===== src/rtl/echip_pattern_clkgen.sv =====
// echip_pattern_clkgen
// Pattern-driven multi-phase clock generator. Each channel replays a
// PLEN-slot bit pattern, one slot per fast clock. New patterns are staged
// in shadow registers and only take effect at a frame boundary, so a
// running clock never sees a torn or shortened pulse. Channels 0 and 1
// carry the non-overlapping phi1/phi2 pair; a commit that would make them
// overlap is refused and flagged.
module echip_pattern_clkgen #(
  parameter  int NCH  = 4,
  parameter  int PLEN = 16,
  localparam int PW   = $clog2(PLEN)
) (
  input  logic            clk,
  input  logic            rstn,
  input  logic            enable,
  input  logic            cfg_wr_en,
  input  logic [3:0]      cfg_wr_ch,
  input  logic [PLEN-1:0] cfg_wr_data,
  input  logic            cfg_commit,
  output logic [NCH-1:0]  clk_out,
  output logic [PW-1:0]   phase,
  output logic            frame_sync,
  output logic            running,
  output logic            commit_pending,
  output logic            cfg_err
);

  localparam logic [0:0]    S_IDLE  = 1'b0;
  localparam logic [0:0]    S_RUN   = 1'b1;
  localparam logic [PW-1:0] LAST_PH = PW'(PLEN - 1);

  logic [0:0]    r_state;
  logic [PW-1:0] r_phase;
  logic          r_pending;
  logic          r_err;

  logic [0:0]    w_state_next;
  logic [PW-1:0] w_phase_next;
  logic          w_run_next;
  logic          w_boundary;
  logic          w_overlap;
  logic          w_apply;
  logic          w_reject;

  logic [NCH-1:0][PLEN-1:0] w_shadow;

  // A boundary is any idle cycle, or the last slot of a frame that keeps running.
  // Stopping frames are not boundaries; the idle cycle that follows is.
  assign w_boundary = (r_state == S_IDLE) || ((r_phase == LAST_PH) && enable);
  assign w_overlap  = |(w_shadow[0] & w_shadow[1]);
  assign w_apply    = w_boundary && r_pending && !w_overlap;
  assign w_reject   = w_boundary && r_pending && w_overlap;

  // Next state and slot: enable is only honoured at the end of a frame when running.
  always_comb begin
    w_state_next = r_state;
    w_phase_next = r_phase;
    if (r_state == S_IDLE) begin
      w_phase_next = '0;
      if (enable) begin
        w_state_next = S_RUN;
      end
    end else if (r_phase == LAST_PH) begin
      w_phase_next = '0;
      w_state_next = enable ? S_RUN : S_IDLE;
    end else begin
      w_phase_next = r_phase + 1'b1;
    end
  end

  assign w_run_next = (w_state_next == S_RUN);

  // Control registers: state, slot counter, pending commit and sticky error.
  always_ff @(posedge clk) begin
    if (!rstn) begin
      r_state   <= S_IDLE;
      r_phase   <= '0;
      r_pending <= 1'b0;
      r_err     <= 1'b0;
    end else begin
      r_state   <= w_state_next;
      r_phase   <= w_phase_next;
      // A commit landing in a boundary cycle re-arms for the next boundary.
      r_pending <= cfg_commit || (r_pending && !w_boundary);
      r_err     <= r_err || w_reject;
    end
  end

  genvar gi;
  generate
    for (gi = 0; gi < NCH; gi++) begin : g_ch
      logic [PLEN-1:0] r_shadow;
      logic [PLEN-1:0] r_active;
      logic            r_clk;
      logic [PLEN-1:0] w_active_next;

      // Copy uses the shadow value from before this cycle's write.
      assign w_active_next = w_apply ? r_shadow : r_active;
      assign w_shadow[gi]  = r_shadow;
      assign clk_out[gi]   = r_clk;

      // Per-channel shadow/active storage and the registered clock bit,
      // which is looked up with the same slot index that phase will show.
      always_ff @(posedge clk) begin
        if (!rstn) begin
          r_shadow <= '0;
          r_active <= '0;
          r_clk    <= 1'b0;
        end else begin
          if (cfg_wr_en && (cfg_wr_ch == 4'(gi))) begin
            r_shadow <= cfg_wr_data;
          end
          r_active <= w_active_next;
          r_clk    <= w_run_next && w_active_next[w_phase_next];
        end
      end
    end
  endgenerate

  assign phase          = r_phase;
  assign running        = (r_state == S_RUN);
  assign frame_sync     = (r_state == S_RUN) && (r_phase == '0);
  assign commit_pending = r_pending;
  assign cfg_err        = r_err;

endmodule


===== config.mk =====
export PLATFORM = sky130hd
export DESIGN_NAME = echip_pattern_clkgen
export DESIGN_NICKNAME = d
export VERILOG_FILES = /design/src/rtl/echip_pattern_clkgen.sv
export SDC_FILE = /design/constraint.sdc
export NUM_CORES = 1
export LEC_CHECK = 0
export BUFFER_PORTS_ARGS = -buffer_cell sky130_fd_sc_hd__buf_2
export CAP_MARGIN = 10
export CORE_MARGIN = 4
export CORE_UTILIZATION = 48
export DETAILED_ROUTE_END_ITERATION = 8
export PLACE_DENSITY = 0.65
export SYNTH_ARGS = -nofsm -noshare
export SYNTH_HDL_FRONTEND = slang
export SYNTH_SLANG_ARGS = --single-unit

===== constraint.sdc =====
create_clock -name clk -period 3.5 [get_ports clk]
set_clock_uncertainty 0.2 [all_clocks]
set_input_delay 0.35 -clock clk [delete_from_list [all_inputs] [get_ports clk]]
set_output_delay 0.35 -clock clk [all_outputs]
set_load 0.005 [all_outputs]

# Word-level counts from Yosys, hierarchy flattened
# Cells that the tools add are included.
# classes
addsub	1
magnitude_cmp	1
n_eq_ne	4
muxes	17
n_reduce_logical	22
n_bitwise	2
# ops
cell	count
2-to-1 mux 16 bit	4
bitwise AND 16 bit	1
binary-select mux 1 bit (select 4 bit)	4
OR reduction 16 bit	1
logical AND 1 bit	14
equality test 4 x 2 -> 1 bit (second input constant)	2
zero test 4 bit	2
2-to-1 mux 4 bit	2
2-to-1 mux 1 bit	7
< comparator 4 x 5 -> 1 bit (second input constant)	1
adder 4 x 1 -> 4 bit (second input constant)	1
equality test 4 x 1 -> 1 bit (second input constant)	1
equality test 4 bit (second input constant)	1
logical OR 1 bit	3
zero test 1 bit	2
NOT 1 bit	1
# word_totals
regBits	139
elab_cells	63
inputBits	25

# Logic depth before layout (Yosys ltp)
# depth
word_depth	9
mapped_depth	11

# Least setup slack after synthesis
# Ideal clock, no wire load.
# synth_path
path_kind	register to register
start	register g_ch[0].r_shadow[4]
end	register g_ch[0].r_clk
setup_ps	78
required_time_ps	3222
path_slack_ps	945
path_stages_with_launch	9
synth_period_minus_slack_ps	2555
arrival_time_ps	2278
path_cell_list	dfxtp_1 > a22oi_1 > nand2_1 > or4_1 > buf_2 > nor2_8 > mux4_1 > o2111a_1 > nor3_1
# synth_between
elab_chain_len	8
# synth_rtl
item	line	rtl
from (decl)	92	logic [PLEN-1:0] r_shadow;
from (signal assigned)	111	r_shadow <= cfg_wr_data;
bitwise AND 16 bit	50	assign w_overlap = |(w_shadow[0] & w_shadow[1]);
OR reduction 16 bit	50	
zero test 1 bit	51	assign w_apply = w_boundary && r_pending && !w_overlap;
logical AND 1 bit	51	
2-to-1 mux 16 bit (*)	98	assign w_active_next = w_apply ? r_shadow : r_active;
binary-select mux 1 bit (select 4 bit) (*)	114	r_clk <= w_run_next && w_active_next[w_phase_next];
2-to-1 mux 1 bit (not written as such) (*)	114	
logical AND 1 bit (*)	114	
to (signal assigned)	114	
to (decl)	94	logic r_clk;
# Every way passes the cells marked *; elsewhere a longest branch is shown, timed or not. The select of a mux whose other input is x is not followed.
# A chain may end at the register's enable or synchronous reset.

# Final worst setup path
# layout_path
start	register r_phase[0], in the netlist phase[0]
end	register g_ch[0].r_clk
# layout_between
elab_chain_len	9
word_cells_on_any_way	14
# layout_rtl
item	line	rtl
from (decl)	33	logic [PW-1:0] r_phase;
from (signal assigned)	82	r_phase <= w_phase_next;
parallel branches: the longest is 8 deep, another holds adder 4 x 1 -> 4 bit	-	
logical AND 1 bit (*)	114	
# Every way passes the cells marked *. The select of a mux whose other input is x is not followed.

==> impl_metrics.csv <==
group,metric,value,unit
outcome,outcome,"completed",
synthesis,syn_area_per_cell,7.96,µm²
finish,fill_cells,1139,
synthesis,ys_types,43,
synthesis,synth-warning-count,0,
routing,met3_length,1190,µm
setup_path,cp_top_family,"simple AND/OR/NAND/NOR gates",
timing,worst_pin_slew,0.780,ns
finish,syn2layout_area_growth,14.0,%
place,place_congestion,0.922,
place,dpl-instance-area,6310,µm²
die,rows,40,
routing,route.detailed.drc,0,
finish,antennaDiodeCount,0,
finish,fin_area,6870,µm²
setup_path,cp-start-kind,"flip-flop",
timing,setup_violations,0,
synthesis,synth-seq-area-share,0.462,
die,coreArea,12200,µm²
global_routing,grt_start_max_net_pins,100,
routing,num_vias,5377,
flow_run,cap_viol_max_count,0,
synthesis,ys_seq_elements,139,
die,ios,37,
setup_path,path_depth,8,
setup_path,path_cells,"ha_1 > nand3_1 > nand3_2 > buf_4 > mux2i_1 > mux4_1 > o2111a_1 > nor3_1",
place,post-dp-hpwl,11900,µm
setup_path,r2r_cells,8,
pwr,p_leak,2.50,nW
cts,cts-root-buf,"clkbuf_16",
global_routing,grt_pass1_wl,27600,µm
min_path,hold_start,"cfg_wr_data[14]",
finish,seq_area,2780,µm²
finish,multi_input_comb_area,2970,µm²
timing,hold_viol_final,0,
routing,drt-initial-drc-count,461,
setup_path,arrival,3.08,ns
pwr,max-vdd-ir-drop,0.000289,V
die,initial_core_util,0.495,
timing,worst_slack,0.562,ns
routing,top_layer_used,"met4",
cts,ctsResizeCount,0,
routing,wl_met1,7760,µm
finish,layout_commonest_cell,"nand2_1",
timing,final.setup.tns,0,ns
die,die_x,120,µm
min_path,hold_class,"in -> reg",
place,preCtsSetupSlack,0.621,ns
setup_path,critPathCaptureType,"flip-flop",
finish,fin_nets,799,
synthesis,mappedNetlistArea,6020,µm²
global_routing,overflow,0,
timing,slew_headroom,0.478,
setup_path,cp_max_fo,16,
global_routing,grt_pass1_vias,5173,
routing,drtAntennaViolNets,0,
cts,htreeDepth,4,
routing,wl_per_cell,17.9,µm
global_routing,grt_use_total,0.245,
finish,final_cell_mix,"nand2_1, dfxtp_1, a21oi_1",
setup_path,cpPeakStageDelay,0.55,ns
timing,fin_hold_ws,0.0148,ns
place,io_buffers,36,
timing,finalCritPeriodShare,0.839,
pwr,power_density,510,nW/µm²
setup_path,cp.required,3.64,ns
setup_path,cp-startpoint,"phase[0]",
timing,slew_viol_final,0,
setup_path,crit_slowest_cell,"mux4_1",
global_routing,antenna_found_initial,0,
cts,cts_tree,"done",
timing,rsz0062_at_grt,"no",
routing,wl_met2,7630,µm
finish,fin_util,0.565,
timing,finalCriticalPeriod,2.94,ns
cts,clk_pin_slew_worst_paths,0.06,ns
setup_path,path_class,"reg -> reg",
die,die-area,14400,µm²
cts,cts_buffers,17,
cts,cts_setup_buffers,0,
setup_path,regToRegStartpoint,"phase[0]",
setup_path,crit_buf_inv,1,
finish,drive_gt1_frac,0.134,
routing,wl,17000,µm
cts,clk_latency,0.42,ns
routing,firstDrtPassIters,5,
min_path,whs_path_depth,3,
routing,via_per_inst,5.64,
die,die_y,120,µm
synthesis,synth_nets,784,
cts,cts_buffer_depth,2,
synthesis,postSynthCellCount,757,
timing,max_clock_freq,340,MHz
cts,cts_sinks,139,
[routing by layer]
metal  track usage  vias to the layer above
met3        0.0584                       39
met4        0.0902                        0
met5             0                        -
met1         0.341                     2531
met2         0.371                      224
li1              -                     2583
[layout make-up]
type,count,area share
clock buffer,23,0.0696
multi-input combinational,554,0.433
clock inverter,9,0.0102
sequential,139,0.405
inverter,6,0.00346
timing repair buffer,54,0.0481
tap,168,0.0306
[path summary, 6_finish.rpt]
kind / slack [ns] / endpoint
max: 0.56 / g_ch[0].r_clk
min: 0.01 / g_ch[0].r_shadow[14]
max reg2reg: 0.56 / g_ch[0].r_clk
min reg2reg: 0.25 / g_ch[1].r_active[3]
[synthesized netlist by cell type]
cell type  instances  area, µm²
mux4_1             2       52.6
xor2_1             1       8.76
inv_2              1       3.75
a41oi_1            1       8.76
nor2b_1            1       6.26
a31o_2             1       8.76
o311a_1            1       10.0
inv_1              5       18.8
nand4_1            2       12.5
nor2_8             1       20.0
a31oi_1            2       12.5
a21oi_1          135        676
o21ai_0           12       60.1
nand2b_1           2       12.5
a21o_1             1       7.51
nor3_1             4       20.0
mux2i_1           34        340
clkbuf_1          37        139
dfxtp_1          139       2780
mux2_2            10        113
o31a_1             1       8.76
a21boi_0           2       15.0
a22oi_1            8       60.1
or3_1              1       6.26
buf_1              2       7.51
nor2_1            13       48.8
buf_4              8       60.1
nand3_1            9       45.0
nor4_4             1       21.3
or4_1              1       7.51
o31ai_1            1       7.51
o41ai_1            1       8.76
nor4_1             1       6.26
and2_1             5       31.3
ha_1               2       25.0
mux4_2             6        135
nand2_1          276       1040
buf_2             11       55.1
o211ai_1          12       90.1
a2111oi_0          1       8.76
a41o_1             1       10.0
and3_1             1       6.26
o2111a_1           1       11.3
[power breakdown]
group / internal (W) / switching, W
registers: 0.00160 / 0.0000154
clock network: 0.00102 / 0.000647
logic: 0.0000694 / 0.000148
total: 0.00269 / 0.000810
[registers in the layout, indices dropped and copies added, names as in the netlist]
signal / flops
cfg_err: 1
g_ch.r_clk: 4
commit_pending: 1
g_ch.r_shadow: 64
phase: 4
running: 1
g_ch.r_active: 64
[per-stage QoR]
step	std cells	total power, W
after floorplan	757	0.00178
after global placement	920	0.00186
after detailed placement	920	0.00186
after CTS	953	0.00351
after global routing	953	0.00361
final	953	0.00350
[worst reg2reg max path: stages, from the launching register on]
cell	delay [ns]
dfxtp_1	0.33
ha_1	0.25
nand3_1	0.15
nand3_2	0.46
buf_4	0.38
mux2i_1	0.15
mux4_1	0.55
o2111a_1	0.26
nor3_1	0.14
[cells by family after synthesis]
group / Yosys count / share of synthesized area
and+or+nand+nor: 318 / 0.212
adders and majority gates: 2 / 0.00415
AOI/OAI and AO/OA: 181 / 0.167
DFF: 139 / 0.462
xor gates and xnor gates: 1 / 0.00145
muxes: 52 / 0.106
buffers and inverters: 64 / 0.0471
[repair_timing]
action	in CTS	in global routing
hold buffers	1	0
endpoints found under the hold margin	1	0
endpoints found under the setup margin	0	0
Power figures use the tool's default switching activity.
